File: src/rtl/hv_adc_thr_mon.sv
// Per-channel HV ADC over/under-voltage monitor: two hysteretic, debounced
// threshold detectors producing level flags, entry interrupts and sticky status.
module hv_adc_thr_mon #(
    parameter int ADC_DW = 10,
    parameter int DBNC_W = 4
) (
    input  logic              i_clk,
    input  logic              i_rst_n,
    input  logic              i_en,
    input  logic              i_adc_vld,
    input  logic [ADC_DW-1:0] i_adc_data,
    input  logic [ADC_DW-1:0] i_ov_th,
    input  logic [ADC_DW-1:0] i_ov_rls_th,
    input  logic [ADC_DW-1:0] i_uv_th,
    input  logic [ADC_DW-1:0] i_uv_rls_th,
    input  logic [DBNC_W-1:0] i_dbnc_num,
    input  logic              i_sts_clr,
    output logic              o_ov_flag,
    output logic              o_uv_flag,
    output logic              o_ov_irq,
    output logic              o_uv_irq,
    output logic              o_ov_sts,
    output logic              o_uv_sts
);

    typedef enum logic {
        ST_NORMAL = 1'b0,
        ST_FAULT  = 1'b1
    } state_e;

    localparam logic [DBNC_W-1:0] CNT_ZERO = {DBNC_W{1'b0}};
    localparam logic [DBNC_W-1:0] CNT_ONE  = DBNC_W'(1);
    localparam logic [DBNC_W-1:0] CNT_MAX  = {DBNC_W{1'b1}};

    state_e            ov_state_q, ov_state_d, uv_state_q, uv_state_d;
    logic [DBNC_W-1:0] ov_cnt_q, ov_cnt_d, uv_cnt_q, uv_cnt_d;
    logic              ov_irq_q, ov_irq_d, uv_irq_q, uv_irq_d;
    logic              ov_sts_q, ov_sts_d, uv_sts_q, uv_sts_d;

    logic [DBNC_W-1:0] target_s;
    logic              ov_qual_s, uv_qual_s;
    logic              ov_done_s, uv_done_s;
    logic [DBNC_W-1:0] ov_cnt_nxt_s, uv_cnt_nxt_s;
    logic              ov_entry_s, uv_entry_s;

    // One debounce step: returns {completed, next count}. Using >= lets a
    // target lowered mid-count complete on the very next qualifying sample.
    function automatic logic [DBNC_W:0] dbnc_step(
        input logic              qual,
        input logic [DBNC_W-1:0] cnt,
        input logic [DBNC_W-1:0] target
    );
        logic [DBNC_W-1:0] inc;
        logic              done;
        if (cnt == CNT_MAX) begin
            inc = cnt;
        end else begin
            inc = cnt + CNT_ONE;
        end
        done = qual && (inc >= target);
        if (qual && !done) begin
            return {1'b0, inc};
        end else begin
            return {done, CNT_ZERO};
        end
    endfunction

    // Qualification of the current sample against the threshold relevant to each FSM state
    always_comb begin
        if (i_dbnc_num == CNT_ZERO) begin
            target_s = CNT_ONE;
        end else begin
            target_s = i_dbnc_num;
        end
        if (ov_state_q == ST_NORMAL) begin
            ov_qual_s = (i_adc_data > i_ov_th);
        end else begin
            ov_qual_s = (i_adc_data < i_ov_rls_th);
        end
        if (uv_state_q == ST_NORMAL) begin
            uv_qual_s = (i_adc_data < i_uv_th);
        end else begin
            uv_qual_s = (i_adc_data > i_uv_rls_th);
        end
        {ov_done_s, ov_cnt_nxt_s} = dbnc_step(ov_qual_s, ov_cnt_q, target_s);
        {uv_done_s, uv_cnt_nxt_s} = dbnc_step(uv_qual_s, uv_cnt_q, target_s);
    end

    // Next-state for both detectors; disable clears everything except sticky status
    always_comb begin
        ov_state_d = ov_state_q;
        uv_state_d = uv_state_q;
        ov_cnt_d   = ov_cnt_q;
        uv_cnt_d   = uv_cnt_q;
        ov_entry_s = 1'b0;
        uv_entry_s = 1'b0;
        if (!i_en) begin
            ov_state_d = ST_NORMAL;
            uv_state_d = ST_NORMAL;
            ov_cnt_d   = CNT_ZERO;
            uv_cnt_d   = CNT_ZERO;
        end else if (i_adc_vld) begin
            ov_cnt_d = ov_cnt_nxt_s;
            uv_cnt_d = uv_cnt_nxt_s;
            case (ov_state_q)
                ST_NORMAL: begin
                    if (ov_done_s) begin
                        ov_state_d = ST_FAULT;
                        ov_entry_s = 1'b1;
                    end else begin
                        ov_state_d = ST_NORMAL;
                    end
                end
                ST_FAULT: begin
                    if (ov_done_s) begin
                        ov_state_d = ST_NORMAL;
                    end else begin
                        ov_state_d = ST_FAULT;
                    end
                end
                default: ov_state_d = ST_NORMAL;
            endcase
            case (uv_state_q)
                ST_NORMAL: begin
                    if (uv_done_s) begin
                        uv_state_d = ST_FAULT;
                        uv_entry_s = 1'b1;
                    end else begin
                        uv_state_d = ST_NORMAL;
                    end
                end
                ST_FAULT: begin
                    if (uv_done_s) begin
                        uv_state_d = ST_NORMAL;
                    end else begin
                        uv_state_d = ST_FAULT;
                    end
                end
                default: uv_state_d = ST_NORMAL;
            endcase
        end else begin
            ov_cnt_d = ov_cnt_q;
            uv_cnt_d = uv_cnt_q;
        end
        ov_irq_d = ov_entry_s;
        uv_irq_d = uv_entry_s;
        ov_sts_d = (ov_sts_q & ~i_sts_clr) | ov_entry_s;
        uv_sts_d = (uv_sts_q & ~i_sts_clr) | uv_entry_s;
    end

    // Detector state, counters and registered interrupt/status outputs
    always_ff @(posedge i_clk or negedge i_rst_n) begin
        if (!i_rst_n) begin
            ov_state_q <= ST_NORMAL;
            uv_state_q <= ST_NORMAL;
            ov_cnt_q   <= CNT_ZERO;
            uv_cnt_q   <= CNT_ZERO;
            ov_irq_q   <= 1'b0;
            uv_irq_q   <= 1'b0;
            ov_sts_q   <= 1'b0;
            uv_sts_q   <= 1'b0;
        end else begin
            ov_state_q <= ov_state_d;
            uv_state_q <= uv_state_d;
            ov_cnt_q   <= ov_cnt_d;
            uv_cnt_q   <= uv_cnt_d;
            ov_irq_q   <= ov_irq_d;
            uv_irq_q   <= uv_irq_d;
            ov_sts_q   <= ov_sts_d;
            uv_sts_q   <= uv_sts_d;
        end
    end

    assign o_ov_flag = (ov_state_q == ST_FAULT);
    assign o_uv_flag = (uv_state_q == ST_FAULT);
    assign o_ov_irq  = ov_irq_q;
    assign o_uv_irq  = uv_irq_q;
    assign o_ov_sts  = ov_sts_q;
    assign o_uv_sts  = uv_sts_q;

endmodule

File: config.mk
export PLATFORM = sky130hd
export DESIGN_NAME = hv_adc_thr_mon
export DESIGN_NICKNAME = d
export VERILOG_FILES = /design/src/rtl/hv_adc_thr_mon.sv
export SDC_FILE = /design/constraint.sdc
export NUM_CORES = 1
export LEC_CHECK = 0
export BUFFER_PORTS_ARGS = -buffer_cell sky130_fd_sc_hd__buf_4
export CAP_MARGIN = 20
export CELL_PAD_IN_SITES_DETAIL_PLACEMENT = 2
export CELL_PAD_IN_SITES_GLOBAL_PLACEMENT = 2
export CORE_UTILIZATION = 26
export CTS_CLUSTER_SIZE = 40
export DETAILED_ROUTE_END_ITERATION = 12
export GPL_TIMING_DRIVEN = 0
export PLACE_DENSITY = 0.77
export SETUP_SLACK_MARGIN = 0.1
export SLEW_MARGIN = 20
export SYNTH_ARGS = -nofsm -noshare
export SYNTH_HDL_FRONTEND = slang
export SYNTH_SLANG_ARGS = --single-unit
File: constraint.sdc
create_clock -name i_clk -period 2.6 [get_ports i_clk]
set_clock_uncertainty 0.1 [all_clocks]
set_input_delay 0.65 -clock i_clk [delete_from_list [all_inputs] [get_ports i_clk]]
set_output_delay 0.65 -clock i_clk [all_outputs]
set_load 0.01 [all_outputs]
* Yosys cells after proc, flatten, opt, wreduce, memory -nomap -nowiden *
Cells that the tools add are included.

storage, ports and cells
  output and inout port bits = 6
  register bits = 14

cells by class
  equality and inequality tests = 3
  muxes and demuxes = 27
  reductions and logical operators = 7
  $lt $le $gt $ge = 6
  bitwise logic cells = 7
  add/subtract/negate cells = 2

operator list
  cell                 count
  $mux 4               7
  $gt 10x10->1         2
  $lt 10x10->1         2
  $mux 1               16
  $mux 5               2
  $add 4x1->4 const B  2
  $eq 4x4->1 const B   2
  $ge 4x4->1           2
  $logic_and 1x1->1    4
  $logic_not 4->1      1
  $pmux 1 s2           2
  $not 1->1            3
  $and 1x1->1          2
  $logic_not 1->1      2
  $ne 2x1->1 const B   1
  $or 1x1->1           2

* Depth between registers and ports, before layout *
  depth after elaboration = 12
  mapped depth = 11
  gate-level depth less buffers = 11

* Worst setup path after synthesis *
OpenSTA, ideal clock, no wires.

  path type = register to register
  from = reg uv_cnt_q[0]
  to = reg uv_sts_q (netlist: o_uv_sts)
  required time = 2382 ps
  setup slack = -37 ps
  setup time = 118 ps
  arrival time = 2419 ps
  stages on the path, launching flop included = 11
  path through = dfrtp_1 > ha_1 > nand3_1 > mux2_2 > ha_1 > a2111oi_4 > or2_2 > nor2_1 > ha_1 > and3_1 > a21o_1

on the way
  longest elaborated chain between the ends = 12

ends and longest elaborated chain
  element                                    line    RTL
  from (decl)                                36      logic [DBNC_W-1:0] ov_cnt_q, ov_cnt_d, uv_cnt_q, uv_cnt_d;
  from (signal assigned)                     166     uv_cnt_q <= uv_cnt_d;
  $add 4x1->4 or $eq 4x4->1 (tied branches)  58, 55
  $mux 4 *                                   55      if (cnt == CNT_MAX) begin
  $ge 4x4->1 *                               60      done = qual && (inc >= target);
  $logic_and 1x1->1 *                        60
  $logic_not 1->1                            61      if (qual && !done) begin
  $logic_and 1x1->1                          61
  $mux 5 *                                   61
  $mux 1 *                                   125     if (uv_done_s) begin
  $mux 1 *                                   123     case (uv_state_q)
  $mux 1 *                                   102     end else if (i_adc_vld) begin
  $mux 1 *                                   97      if (!i_en) begin
  via uv_entry_s                             44      logic ov_entry_s, uv_entry_s;
  $or 1x1->1 *                               148     uv_sts_d = (uv_sts_q & ~i_sts_clr) | uv_entry_s;
  via uv_sts_d                               38      logic ov_sts_q, ov_sts_d, uv_sts_q, uv_sts_d;
  to (signal assigned)                       170     uv_sts_q <= uv_sts_d;
  to (decl)                                  38

Mark *: on every way through the listed nets, which the timed path passes. The rest lies on a longest branch.
A chain may end at the register's enable or synchronous reset.

* Final worst setup path *
Ends and elaborated chain as after synthesis.

==> results by group <==
Finish
  – Share of layout cells above drive strength 1: 40.1%
  – Fin nets: 444
  – Area delta synth->final: 51.6%
  – Antenna Cells: 0
  – Fin util: 41.6%

GRT
  – GR Util met2: 32.0%
  – Initial antenna violation count: 0
  – Global-route wire length before repair: 11100 µm
  – Grt met3 use: 2.69%
  – Vias in the first global route: 2337
  – M1 GR Usage: 20.1%
  – Pin count of the biggest net entering global routing: 15
  – Busiest grt layer: met2
  – GR Overflow Total: 0
  – GRT Util Overall: 16.9%

STA
  – Final Max Tran Viols: 0
  – Final Hold Fails: 0
  – Fmax: 382 MHz
  – Post-route setup slack: -0.0209 ns
  – RSZ-0062 raised after global routing: true
  – Actual slew at the worst max-slew pin: 0.463 ns
  – # setup viols final: 2
  – Final min period: 2.62 ns
  – Final worst path period share: 101%
  – Normalized max-slew margin: 69.1%

Placement
  – PortBufs: 64
  – HPWL after DPL: 5240 µm
  – GP Congestion: 0.770
  – Pre-CTS WS: -0.325 ns

Synthesis
  – Post-synth EDFFs: 0
  – Post-synth ARST share: 100%
  – Syn nets: 360
  – Syn Std Cell Area: 0.00203 mm²
  – Syn. warnings: 0
  – Sequential area share after synthesis: 17.3%
  – FF+latch count, synth: 14
  – Top FF cell, synth: dfrtp_1
  – Distinct cells, synth: 39
  – Synth Instances: 251
  – Synthesized area per cell: 8.09 µm²

Run
  – Max-cap violations: 0

Floorplanning
  – # rows: 31
  – CORE AREA: 0.00741 mm²
  – IO Count: 65
  – Initial Util: 27.4%
  – Die area: 0.00817 mm²
  – DIE HEIGHT: 90.4 µm
  – DIE WIDTH: 90.4 µm

Setup path
  – Reg2Reg Setup Slack: -0.02 ns
  – Reg-to-Reg End: o_uv_sts$_DFF_PN0_
  – Worst setup SP type: register
  – Critical path fanouts, max: 3
  – Required time of the worst setup path: 2.64 ns
  – Critical Path Sink Type: register
  – Cells on worst reg2reg path: 10
  – WP data arrival: 2.66 ns
  – WS Path Type: register to register
  – Worst reg2reg path startpoint: uv_cnt_q[0]$_DFFE_PN0P_

CTS
  – CTS H-Tree Depth: 1
  – CTS root buffer: clkbuf_8
  – Max clock buf depth: 2
  – Worst-Skew Late Latency: 0.25 ns
  – Number of hold buffers added after cts: 0
  – Clock Pin Slew Worst Setup and Hold Paths: 0.07 ns
  – TritonCTS Sinks: 14
  – Num CTS Buffers: 3
  – CTS tree: done

Status
  – Status: complete, but fails checks
  – Failing checks: setup timing

Route
  – Initial DRC count: 18
  – Via count: 2106
  – Routed vias/inst: 4.86
  – Detailed Route WL: 7150 µm
  – Routed len/inst: 16.5 µm
  – DRT Pass-1 Iters: 4
  – Post-route ant nets: 0
  – DRC viols: 0

Power
  – P_leak: 1.62 nW
  – VDD IR-drop max: 217 µV
  – Pwr Density: 289 mW/mm²

Hold path
  – Hold Crit Class: input port to asynchronous set/reset pin
-- worst max path at each step --
stage | startpoint | to | slack [ns]
2_1_floorplan | i_dbnc_num[2] | o_uv_sts$_DFF_PN0_ | 0.1
3_3_place_gp | i_adc_data[8] | o_ov_flag$_DFFE_PN0P_ | -0.25
3_5_place_dp | i_adc_data[8] | o_ov_flag$_DFFE_PN0P_ | -0.32
4_1_cts | uv_cnt_q[1]$_DFFE_PN0P_ | uv_cnt_q[2]$_DFFE_PN0P_ | 0.08
5_1_grt | uv_cnt_q[0]$_DFFE_PN0P_ | o_uv_sts$_DFF_PN0_ | -0.07
6_report | uv_cnt_q[0]$_DFFE_PN0P_ | o_uv_sts$_DFF_PN0_ | -0.02
-- metrics by stage --
stage	hold WS (ns)	total power, W	area, µm²	TNS, ns	instances
after detailed placement	0.381	0.000594	2680	-2.02	414
after global placement	0.372	0.000577	2680	-1.55	414
after floorplan	0.254	0.000443	2080	0	251
after global routing	0.151	0.000948	3080	-0.389	433
final	0.140	0.000890	3080	-0.0245	433
after CTS	0.145	0.000862	2960	0	429
-- layout by cell type, fill, tap and decap left out, types with 4 or more instances in the layout --
cell / count
dfrtp_1: 12
nor2_1: 13
nand3_1: 6
o21ai_2: 5
nand2_1: 21
ha_1: 41
a21o_1: 5
ha_4: 7
o21ai_1: 4
clkbuf_8: 4
buf_4: 79
a21oi_1: 15
inv_1: 49
-- registers in the layout (all words and copies together), names as in the netlist --
| name | cells |
|---|---|
| o_ov_flag | 1 |
| o_ov_irq | 1 |
| o_ov_sts | 1 |
| o_uv_flag | 1 |
| o_uv_irq | 1 |
| o_uv_sts | 1 |
| ov_cnt_q | 4 |
| uv_cnt_q | 4 |
-- logic make-up (layout without fill, tap and decap cells) --
| kind of cell | count (synthesis) | in the layout | share of synthesized area [%] |
|---|---|---|---|
| flip-flops | 14 | 14 | 17.3 |
| buffers and inverters | 51 | 134 | 9.43 |
| multiplexers | 2 | 2 | 1.11 |
| AO/OA/AOI/OAI | 58 | 58 | 21.6 |
| XOR/XNOR | 2 | 2 | 0.863 |
| AND/OR/NAND/NOR | 74 | 74 | 19.0 |
| adder cells (fa/ha/maj) | 50 | 50 | 30.8 |
-- per-layer routing --
metal | up-vias | part of all wire (%)
met5 | - | 0
met1 | 1009 | 43
met2 | 47 | 53
li1 | 1036 | -
met4 | 0 | 2.2
met3 | 14 | 2.5
-- power breakdown --
part / internal, W / switching, W
registers: 0.000226 / 0.0000101
clock network: 0.000134 / 0.0000902
logic: 0.000221 / 0.000207
-- synthesized netlist by cell type (3+ instances only) --
cell / number / area share (%)
o21ai_0: 9 / 2.2
nor2_1: 16 / 3.0
a211oi_2: 4 / 2.5
nand4_1: 3 / 0.92
a21oi_1: 17 / 4.2
nor3_1: 3 / 0.74
nor2b_1: 3 / 0.92
nand3_1: 9 / 2.2
dfrtp_1: 14 / 17
and3_1: 6 / 1.8
o21ai_1: 3 / 0.74
o21a_1: 3 / 1.1
a21o_1: 5 / 1.8
a31oi_1: 3 / 0.92
nand2_1: 22 / 4.1
inv_1: 50 / 9.2
ha_1: 50 / 31
-- area by class of cell --
type	count	area, µm²
multi-input cells	186	1760
repair buffers	79	593
clock buffers	4	55.1
plain buffers	1	3.75
fillers	839	4330
well taps	99	124
inverters	50	191
flip-flops and latches	14	353
-- timing repair --
| item | 4_1_cts | 5_1_grt |
|---|---|---|
| resized for setup | 26 | 21 |
| endpoints found under the setup margin | 14 | 13 |
| buffers inserted | 11 | 4 |
| pin swaps | 25 | 15 |
-- critical path, cell delays in order (launching register included) --
cell and delay [ns]:
dfrtp_2 0.42, ha_4 0.17, nand3_4 0.12, mux2_4 0.34, ha_4 0.23, a2111oi_4 0.43, or2_4 0.21, nor2_4 0.04
ha_4 0.16, and3_4 0.15, a21o_1 0.14
No activity file was read; power rests on OpenSTA's default activity.
